File: src/rtl/read_axi_pkg.sv
// Shared types and helpers for the read AXI arbiter: FSM encoding, counter width,
// and rid decode helpers.
package read_axi_pkg;

    typedef enum logic {
        ST_IDLE  = 1'b0,
        ST_ISSUE = 1'b1
    } state_e;

    localparam int unsigned CNTW     = 4;
    localparam int unsigned RID_MAXW = 16;

    // Low idxw bits of rid select the requester
    function automatic int unsigned idx_of(input logic [RID_MAXW-1:0] rid,
                                           input int unsigned         idxw);
        logic [RID_MAXW-1:0] mask;
        mask = (RID_MAXW'(1) << idxw) - RID_MAXW'(1);
        return 32'(rid & mask);
    endfunction

    // A rid is routable only if the whole id names an existing requester
    function automatic logic rid_valid(input logic [RID_MAXW-1:0] rid,
                                       input int unsigned         nreq);
        return 32'(rid) < nreq;
    endfunction

endpackage

File: src/rtl/read_axi_arbiter_rr_pick.sv
// Combinational round-robin picker: first set bit of req after ptr, wrapping.
module rr_pick #(
    parameter int unsigned NREQ = 4,
    parameter int unsigned IDX  = 2
) (
    input  logic [NREQ-1:0] req,
    input  logic [IDX-1:0]  ptr,
    output logic [IDX-1:0]  gnt_idx,
    output logic            any
);

    int unsigned cand;

    // Walk from the farthest candidate back to ptr+1 so the nearest one wins
    always_comb begin
        gnt_idx = '0;
        any     = 1'b0;
        cand    = 0;
        for (int unsigned k = NREQ; k >= 1; k--) begin
            cand = (32'(ptr) + k) % NREQ;
            if (req[IDX'(cand)]) begin
                gnt_idx = IDX'(cand);
                any     = 1'b1;
            end
        end
    end

endmodule

File: src/rtl/read_axi_arbiter.sv
// Shares one AXI read port among NREQ requesters: round-robin AR issue with
// requester-tagged ids, rid-based R steering and per-requester outstanding limits.
module read_axi_arbiter
    import read_axi_pkg::*;
#(
    parameter int unsigned NREQ   = 4,
    parameter int unsigned IDWID  = 4,
    parameter int unsigned AWID   = 32,
    parameter int unsigned DWID   = 32,
    parameter int unsigned MAXOUT = 4
) (
    input  logic                 clk,
    input  logic                 rst_n,
    input  logic [NREQ-1:0]      req_arvalid,
    input  logic [NREQ*AWID-1:0] req_araddr,
    input  logic [NREQ*16-1:0]   req_arbytes,
    output logic [NREQ-1:0]      req_arready,
    output logic                 arvalid,
    input  logic                 arready,
    output logic [AWID-1:0]      araddr,
    output logic [15:0]          arbytes,
    output logic [IDWID-1:0]     arid,
    input  logic                 rvalid,
    output logic                 rready,
    input  logic [IDWID-1:0]     rid,
    input  logic                 rlast,
    input  logic [DWID-1:0]      rdata,
    output logic [NREQ-1:0]      req_rvalid,
    input  logic [NREQ-1:0]      req_rready,
    output logic [DWID-1:0]      req_rdata,
    output logic                 req_rlast,
    output logic [NREQ*4-1:0]    outstanding,
    output logic                 err
);

    localparam int unsigned IDX = (NREQ > 1) ? $clog2(NREQ) : 1;

    state_e           state_q, state_d;
    logic             arvalid_d;
    logic [AWID-1:0]  araddr_d;
    logic [15:0]      arbytes_d;
    logic [IDX-1:0]   gnt_q, gnt_d;
    logic [IDX-1:0]   rr_ptr_q, rr_ptr_d;
    logic [NREQ-1:0]  eligible;
    logic [IDX-1:0]   pick_idx;
    logic             pick_any;
    logic             ar_hs;
    logic             rid_ok;
    logic [IDX-1:0]   r_idx;
    logic             r_done;
    logic             err_d;
    logic [CNTW-1:0]  cnt_q [NREQ];
    logic [CNTW-1:0]  cnt_d [NREQ];

    always_comb begin
        eligible = '0;
        for (int i = 0; i < int'(NREQ); i++) begin
            eligible[i] = req_arvalid[i] && (cnt_q[i] < CNTW'(MAXOUT));
        end
    end

    rr_pick #(
        .NREQ (NREQ),
        .IDX  (IDX)
    ) u_pick (
        .req     (eligible),
        .ptr     (rr_ptr_q),
        .gnt_idx (pick_idx),
        .any     (pick_any)
    );

    // AR FSM: latch a winner in IDLE, hold it in ISSUE until the master accepts
    always_comb begin
        state_d     = state_q;
        arvalid_d   = arvalid;
        araddr_d    = araddr;
        arbytes_d   = arbytes;
        gnt_d       = gnt_q;
        rr_ptr_d    = rr_ptr_q;
        req_arready = '0;
        ar_hs       = 1'b0;
        case (state_q)
            ST_IDLE: begin
                if (pick_any) begin
                    arvalid_d = 1'b1;
                    araddr_d  = req_araddr[32'(pick_idx)*AWID +: AWID];
                    arbytes_d = req_arbytes[32'(pick_idx)*16 +: 16];
                    gnt_d     = pick_idx;
                    state_d   = ST_ISSUE;
                end
            end
            ST_ISSUE: begin
                if (arready) begin
                    ar_hs              = 1'b1;
                    req_arready[gnt_q] = 1'b1;
                    rr_ptr_d           = gnt_q;
                    arvalid_d          = 1'b0;
                    state_d            = ST_IDLE;
                end
            end
            default: state_d = ST_IDLE;
        endcase
    end

    assign arid = IDWID'(gnt_q);

    // R steering; unroutable ids are sunk so the bus cannot hang
    always_comb begin
        rid_ok     = rid_valid(RID_MAXW'(rid), NREQ);
        r_idx      = IDX'(idx_of(RID_MAXW'(rid), IDX));
        req_rvalid = '0;
        rready     = 1'b1;
        if (rid_ok) begin
            rready            = req_rready[r_idx];
            req_rvalid[r_idx] = rvalid;
        end
        r_done = rvalid && rready && rlast && rid_ok;
    end

    assign req_rdata = rdata;
    assign req_rlast = rlast;

    always_comb begin
        for (int i = 0; i < int'(NREQ); i++) begin
            logic inc, dec;
            inc      = ar_hs && (gnt_q == IDX'(i));
            dec      = r_done && (r_idx == IDX'(i));
            cnt_d[i] = cnt_q[i];
            if (inc && !dec) begin
                cnt_d[i] = cnt_q[i] + CNTW'(1);
            end else if (dec && !inc && (cnt_q[i] != '0)) begin
                cnt_d[i] = cnt_q[i] - CNTW'(1);
            end
        end
        err_d = err || (rvalid && !rid_ok) || (r_done && (cnt_q[r_idx] == '0));
    end

    genvar g;
    generate
        for (g = 0; g < int'(NREQ); g++) begin : g_out
            assign outstanding[g*4 +: 4] = 4'(cnt_q[g]);
        end
    endgenerate

    always_ff @(posedge clk or negedge rst_n) begin
        if (!rst_n) begin
            state_q  <= ST_IDLE;
            arvalid  <= 1'b0;
            araddr   <= '0;
            arbytes  <= '0;
            gnt_q    <= '0;
            rr_ptr_q <= IDX'(NREQ - 1);
            err      <= 1'b0;
            for (int i = 0; i < int'(NREQ); i++) begin
                cnt_q[i] <= '0;
            end
        end else begin
            state_q  <= state_d;
            arvalid  <= arvalid_d;
            araddr   <= araddr_d;
            arbytes  <= arbytes_d;
            gnt_q    <= gnt_d;
            rr_ptr_q <= rr_ptr_d;
            err      <= err_d;
            for (int i = 0; i < int'(NREQ); i++) begin
                cnt_q[i] <= cnt_d[i];
            end
        end
    end

endmodule
File: config.mk
export PLATFORM = sky130hd
export DESIGN_NAME = read_axi_arbiter
export DESIGN_NICKNAME = d
export VERILOG_FILES = /design/src/rtl/read_axi_pkg.sv /design/src/rtl/read_axi_arbiter_rr_pick.sv /design/src/rtl/read_axi_arbiter.sv
export SDC_FILE = /design/constraint.sdc
export NUM_CORES = 1
export LEC_CHECK = 0
export CAP_MARGIN = 20
export CORE_MARGIN = 10
export CORE_UTILIZATION = 34
export DETAILED_ROUTE_END_ITERATION = 8
export PLACE_DENSITY_LB_ADDON = 0.08
export SKIP_CTS_REPAIR_TIMING = 1
export SLEW_MARGIN = 20
export SYNTH_ARGS = -nofsm -noshare
export SYNTH_HDL_FRONTEND = slang
export SYNTH_SLANG_ARGS = --single-unit
export TNS_END_PERCENT = 30
File: constraint.sdc
create_clock -name clk -period 2.3 [get_ports clk]
set_clock_uncertainty 0.1 [all_clocks]
set_input_delay 0.23 -clock clk [delete_from_list [all_inputs] [get_ports clk]]
set_output_delay 0.23 -clock clk [all_outputs]
set_load 0.01 [all_outputs]
# Yosys cells after proc, flatten, opt, wreduce, memory -nomap -nowiden
# Cells that the tools add are included.
# word_totals
register_bits	71
inputBits	241
elab_cells	151
# classes
addsub	12
order_cmp	14
n_eq_ne	8
n_shift	2
n_mux	45
n_bitwise	3
reduce_logical	56
# ops
operator	count
$shiftx A128 B8 Y32	1
$shiftx A64 B7 Y16	1
$mux W4	13
$logic_and A1 B1 Y1	31
$lt A4 B3 Y1 const B	5
$lt A2 B3 Y1 const B	6
$mux W1	18
$add A4 B1 Y4 const B	4
$reduce_bool A4 Y1	4
$sub A4 B1 Y4 const B	4
$bmux W1 S2	5
$logic_not A1 Y1	9
$bmux W4 S2	1
$eq A2 B2 Y1 const B	4
$mux W2	4
$reduce_bool A2 Y1	4
$reduce_and A2 Y1	3
$add A2 B1 Y2 const B	2
$add A2 B2 Y2 const B	2
$and A4 B4 Y4	1
$demux W1 S2	2
$eq A2 B1 Y1 const B	2
$ge A2 B1 Y1 const B	2
$logic_not A2 Y1	2
other kinds (7)	10

# Longest topological paths before layout
# depth
word_depth	11
mapped_depth	10
depth_no_buf	9

# By module
# A second synthesis with hierarchy kept.
# unflattened
hier_cells	386
area_unflattened_um2	5129.9
# by_module_without_submodules
module	n_inst	cells_each	area_each_um2	seq_area_each_um2
read_axi_arbiter	1	372	5038.6	1779.2
rr_pick	1	14	91.3	0.0

# Least setup slack after synthesis
# Ideal clock, no wire load.
# synth_path
path_kind	in2reg
startpoint	in rid[0]
endpoint	reg cnt_q, in the netlist outstanding[15]
setup_ns	0.080
arrival_ns	2.413
required_time_ns	2.120
setup_slack_ns	-0.293
path_stages	10
n_path_buf	1
cell_sequence	buf_2 > mux4_2 > and2_1 > a31oi_1 > inv_1 > ha_1 > a21o_1 > a21oi_1 > mux2i_1 > xnor2_1
# synth_via
elab_chain_len	10
# synth_lines
element	line	source
start, declared	read_axi_arbiter.sv:25	input logic [IDWID-1:0] rid,
parallel branches: the longest is 6 deep, another holds $lt A4 B3 Y1	-	
$logic_and A1 B1 Y1 *	read_axi_arbiter.sv:127	dec = r_done && (r_idx == IDX'(i));
$logic_not A1 Y1 / $logic_and A1 B1 Y1 (equally long branches)	read_axi_arbiter.sv:129, read_axi_arbiter.sv:131	
$logic_and A1 B1 Y1, on equally long branches	read_axi_arbiter.sv:129, read_axi_arbiter.sv:131	
$mux W4 / $reduce_bool A2 Y1 (equally long branches)	-	
end signal, assigned by index	read_axi_arbiter.sv:166	cnt_q[i] <= cnt_d[i];
end, declared	read_axi_arbiter.sv:52	logic [CNTW-1:0] cnt_q [NREQ];
# Every way passes the cells marked *. The select of a mux whose other input is x is not followed.
# A chain may end at the register's enable or synchronous reset.

# Worst setup path in the final report
# layout_path
startpoint	reg cnt_q, in the netlist outstanding[7]
endpoint	reg arbytes[0]
# layout_via
elab_chain_len	9
# layout_lines
element	line	source
$lt A4 B3 Y1 *	read_axi_arbiter.sv:58	eligible[i] = req_arvalid[i] && (cnt_q[i] < CNTW'(MAXOUT));
$logic_and A1 B1 Y1 *	read_axi_arbiter.sv:58	
$bmux W1 S2	read_axi_arbiter_rr_pick.sv:21	if (req[IDX'(cand)]) begin
$mux W1 (implied by the code)	read_axi_arbiter_rr_pick.sv:21	
$mux W2 / $mux W1 (equally long branches) (4 in a row)	read_axi_arbiter_rr_pick.sv:21	
$shiftx A64 B7 Y16 / $reduce_and A2 Y1 (equally long branches)	-	
end signal, assigned	read_axi_arbiter.sv:161	arbytes <= arbytes_d;
end, declared	read_axi_arbiter.sv:21	output logic [15:0] arbytes,
# Mark *: on every way between the ends. The rest lies on a longest branch, timed or not. The select of a mux whose other input is x is not followed.

==> flow_summary.yaml <==
grt:
  grt_use_total_pct: 20.62
  grt_pass1_vias: 6210
  gr-usage-met3_pct: 7.169
  grt_busiest_layer: "met2"
  groute.layer.met1.usage_pct: 24.51
  grt_use_met2_pct: 33.89
  antenna_found_initial: 1
  grt_max_degree: 71
  gr-total-overflow: 0
  grt_pass1_wl_um: 35450
timing:
  setup_viol_count_final: 18
  relSlewSlack_pct: 35.93
  layout_setup_ws_ps: -49.52
  layout_min_cycle_time_ps: 2350
  hold_violations: 69
  tightest_slew_ps: 961.1
  tns_ps: -246.9
  max_freq_mhz: 425.6
  slew_viol_final: 0
  period_share_pct: 102.2
  rsz0062_at_grt: "true"
  hold-worst-slack_ps: -59.99
placement:
  dpl_worst_slack_ps: -577.4
  placed_cell_area_sq_mm: 0.008859
  io_buffers: 286
  dpl.cell_count: 1031
  gp_congestion: 0.8715
  dp_hpwl_um: 17690
worst_setup_path:
  crit_fanout: 8
  slowest_delay_ps: 420
  r2r_start: "outstanding[7]$_DFFE_PN0P_"
  critPathTopFamily: "compound AO/OA/AOI/OAI gates"
  worstSetupPathDepth: 7
  rr_worst_depth: 7
  cp_common_cell: "buf_12"
  end_kind: "flip-flop"
  rrSetupSlack_ps: -50
  critical_path.startpoint_type: "flip-flop"
  r2r_end: "arbytes[0]$_DFFE_PN0P_"
  worst_ep_arrival_time_ps: 2480
  critical_path.slowest_cell: "or3b_4"
  crit_chain: "or3b_4, o22a_4, buf_12, o211a_4, buf_12, mux2i_2, a211oi_2"
  worst-path-buf-inv: 2
  worstSetupPathType: "reg2reg"
  cp-endpoint: "arbytes[0]$_DFFE_PN0P_"
  crit_start: "outstanding[7]$_DFFE_PN0P_"
  required_ps: 2430
yosys:
  synth_mux_area_share_pct: 11.54
  synth-xor-area-share_pct: 1.784
  synthSimpleGateAreaFrac_pct: 10.38
  async_reset_ff_share_pct: 100.0
  synth_compound_area_share_pct: 29.61
  yosys_most_used_dff: "dfrtp_1"
  syn_avg_cell_area_sq_um: 10.06
  synthesis.instances: 537
  syn_area_sq_mm: 0.005400
  ys_seq_area_share_pct: 32.95
  synth_top_family_by_area: "compound AO/OA/AOI/OAI gates"
  synth_edf_count: 0
  synth.distinct_cells: 63
  yosys_register_bits: 71
  ys_warn_count: 0
  synth_fa_ha_area_share_pct: 3.336
pwr:
  p_leak_nw: 3.800
  pwr_density_cell_mw_per_mm2: 1344
  ir_worst_vdd_mv: 0.8637
clocking:
  cts_tree: "done"
  htreeDepth: 3
  cts_buffers: 9
  insertion_delay_ps: 330
  clock-sinks: 71
  cts_max_path_buffers: 2
  cts-root-buf: "clkbuf_16"
  clkSlewWorstSetupHoldPaths_ps: 60
floorplan:
  num_io_pins: 353
  fp-row-count: 46
  initial_core_util_pct: 34.37
  die_area_sq_mm: 0.02132
  placeableCoreArea_sq_mm: 0.01571
  die_h_um: 146.0
  die_width_um: 146.0
status:
  violations: "hold timing, setup timing"
  status: "finished, violations left"
detailed_routing:
  drt_wl_total_um: 24420
  ant_nets: 0
  viasPerCell: 5.528
  drt_iter0_drc: 262
  first_pass_iters: 4
  vias: 5849
  post-route-drc-count: 0
  drt-wirelength-per-cell_um: 23.08
finish:
  drive_above_1_share_pct: 24.64
  syn2layout_area_growth_pct: 83.97
  nFillCells: 1274
  final_nets: 1091
  fin_area_sq_mm: 0.009935
  stdcell_count: 1058
flow_run:
  maxCapViolations: 0
min_path:
  min_path_type: "in2async"
==> registers in the layout, summed over array words and instances, names as in the netlist <==
register	flops
outstanding	16
arvalid	1
araddr	32
gnt_q	2
rr_ptr_q	2
state_q	1
err	1
arbytes	16
==> per-layer routing <==
| layer | wire length, um | vias up |
|---|---|---|
| met2 | 12180 | 254 |
| met4 | 603 | 0 |
| li1 | - | 2708 |
| met5 | 0 | - |
| met1 | 9776 | 2835 |
| met3 | 1865 | 52 |
==> layout by cell type, fill, tap and decap left out, types with 3 or more instances in the layout <==
| cell type | Yosys | routed |
|---|---|---|
| buf_4 | 36 | 68 |
| a211oi_1 | 48 | 37 |
| mux2_1 | 6 | 5 |
| buf_6 | 5 | 4 |
| ha_4 | 0 | 4 |
| a2111oi_2 | 1 | 30 |
| nor4_1 | 4 | 4 |
| mux2i_4 | 0 | 4 |
| clkdlybuf4s50_1 | 0 | 278 |
| nor2_1 | 58 | 57 |
| a2111oi_4 | 0 | 6 |
| a2111oi_1 | 19 | 13 |
| o21ai_0 | 4 | 4 |
| nand3_1 | 5 | 4 |
| dfrtp_1 | 69 | 69 |
| buf_12 | 0 | 17 |
| xnor2_1 | 7 | 7 |
| clkbuf_16 | 0 | 13 |
| inv_1 | 7 | 5 |
| fa_1 | 4 | 3 |
| o21ai_1 | 4 | 3 |
| a21o_1 | 5 | 5 |
| mux2i_2 | 0 | 8 |
| a21oi_1 | 6 | 4 |
| o2111a_1 | 48 | 48 |
| nand2_1 | 10 | 9 |
| dlymetal6s2s_1 | 0 | 7 |
| a211oi_2 | 0 | 11 |
| nor3b_4 | 0 | 3 |
| mux2i_1 | 51 | 39 |
| ha_1 | 8 | 4 |
| clkbuf_8 | 0 | 3 |
| xor2_1 | 4 | 4 |
==> logic make-up after synthesis <==
group,count (synthesis)
xor+xnor,11
compound gates,178
simple gates,107
fa+ha+maj,12
flops,71
other cells,1
mux,60
buf+inv,97
==> worst min path at each step <==
stage	start	endpoint	slack (ps)	cells past startpoint
detailed placement	rst_n	outstanding[0]$_DFFE_PN0P_	350	1
floorplan	rst_n	araddr[0]$_DFFE_PN0P_	-170	0
CTS	rst_n	outstanding[2]$_DFFE_PN0P_	-20	1
global route	rst_n	outstanding[0]$_DFFE_PN0P_	20	1
finish	rst_n	outstanding[2]$_DFFE_PN0P_	-60	1
global placement	rst_n	outstanding[0]$_DFFE_PN0P_	340	1
==> synthesized netlist by cell type (all sizes together), types with 3 or more instances <==
master | number | area share (%)
nor4bb | 3 | 0.67
buf | 62 | 7.9
a211oi | 48 | 6.7
nand2 | 10 | 0.70
a31oi | 3 | 0.35
a2111oi | 49 | 8.5
fa | 4 | 1.5
mux2 | 8 | 1.7
nor3b | 5 | 0.97
o2111a | 48 | 10
xor2 | 4 | 0.65
nor4 | 4 | 0.46
a21oi | 6 | 0.56
mux2i | 51 | 9.5
o21ai | 8 | 0.74
inv | 7 | 0.49
nand3 | 6 | 0.65
ha | 8 | 1.9
xnor2 | 7 | 1.1
and2 | 3 | 0.39
clkbuf | 28 | 1.9
dfrtp | 69 | 32
nor2 | 58 | 4.0
a21o | 5 | 0.70
==> area by class of cell <==
class                   instances  area [sq um]  area share (%)
repair buffers                379          3881           39.07
inverters                       7         26.28          0.2645
well taps                     216         270.3           2.720
flip-flops and latches         71          1779           17.91
diodes                          2         5.005         0.05038
multi-input cells             370          3701           37.25
clock inverters                 1         5.005         0.05038
clock buffers                  12         266.5           2.683
==> through the flow <==
stage                     total power, mW  hold slack [ps]  utilization [%]
after floorplan                     6.609           -165.6                -
after global placement              10.20            338.4            56.38
after detailed placement            10.42            348.9            56.38
after CTS                           11.80           -23.42            58.11
after global routing                14.14            15.08            63.19
final                               13.35           -59.99            63.23
==> power by group <==
group / switching [mW] / total (mW) / internal (mW)
registers: 0.489 / 2.39 / 1.91
clock network: 0.512 / 1.31 / 0.798
logic: 4.79 / 9.64 / 4.85
No activity file was read; power rests on OpenSTA's default activity.
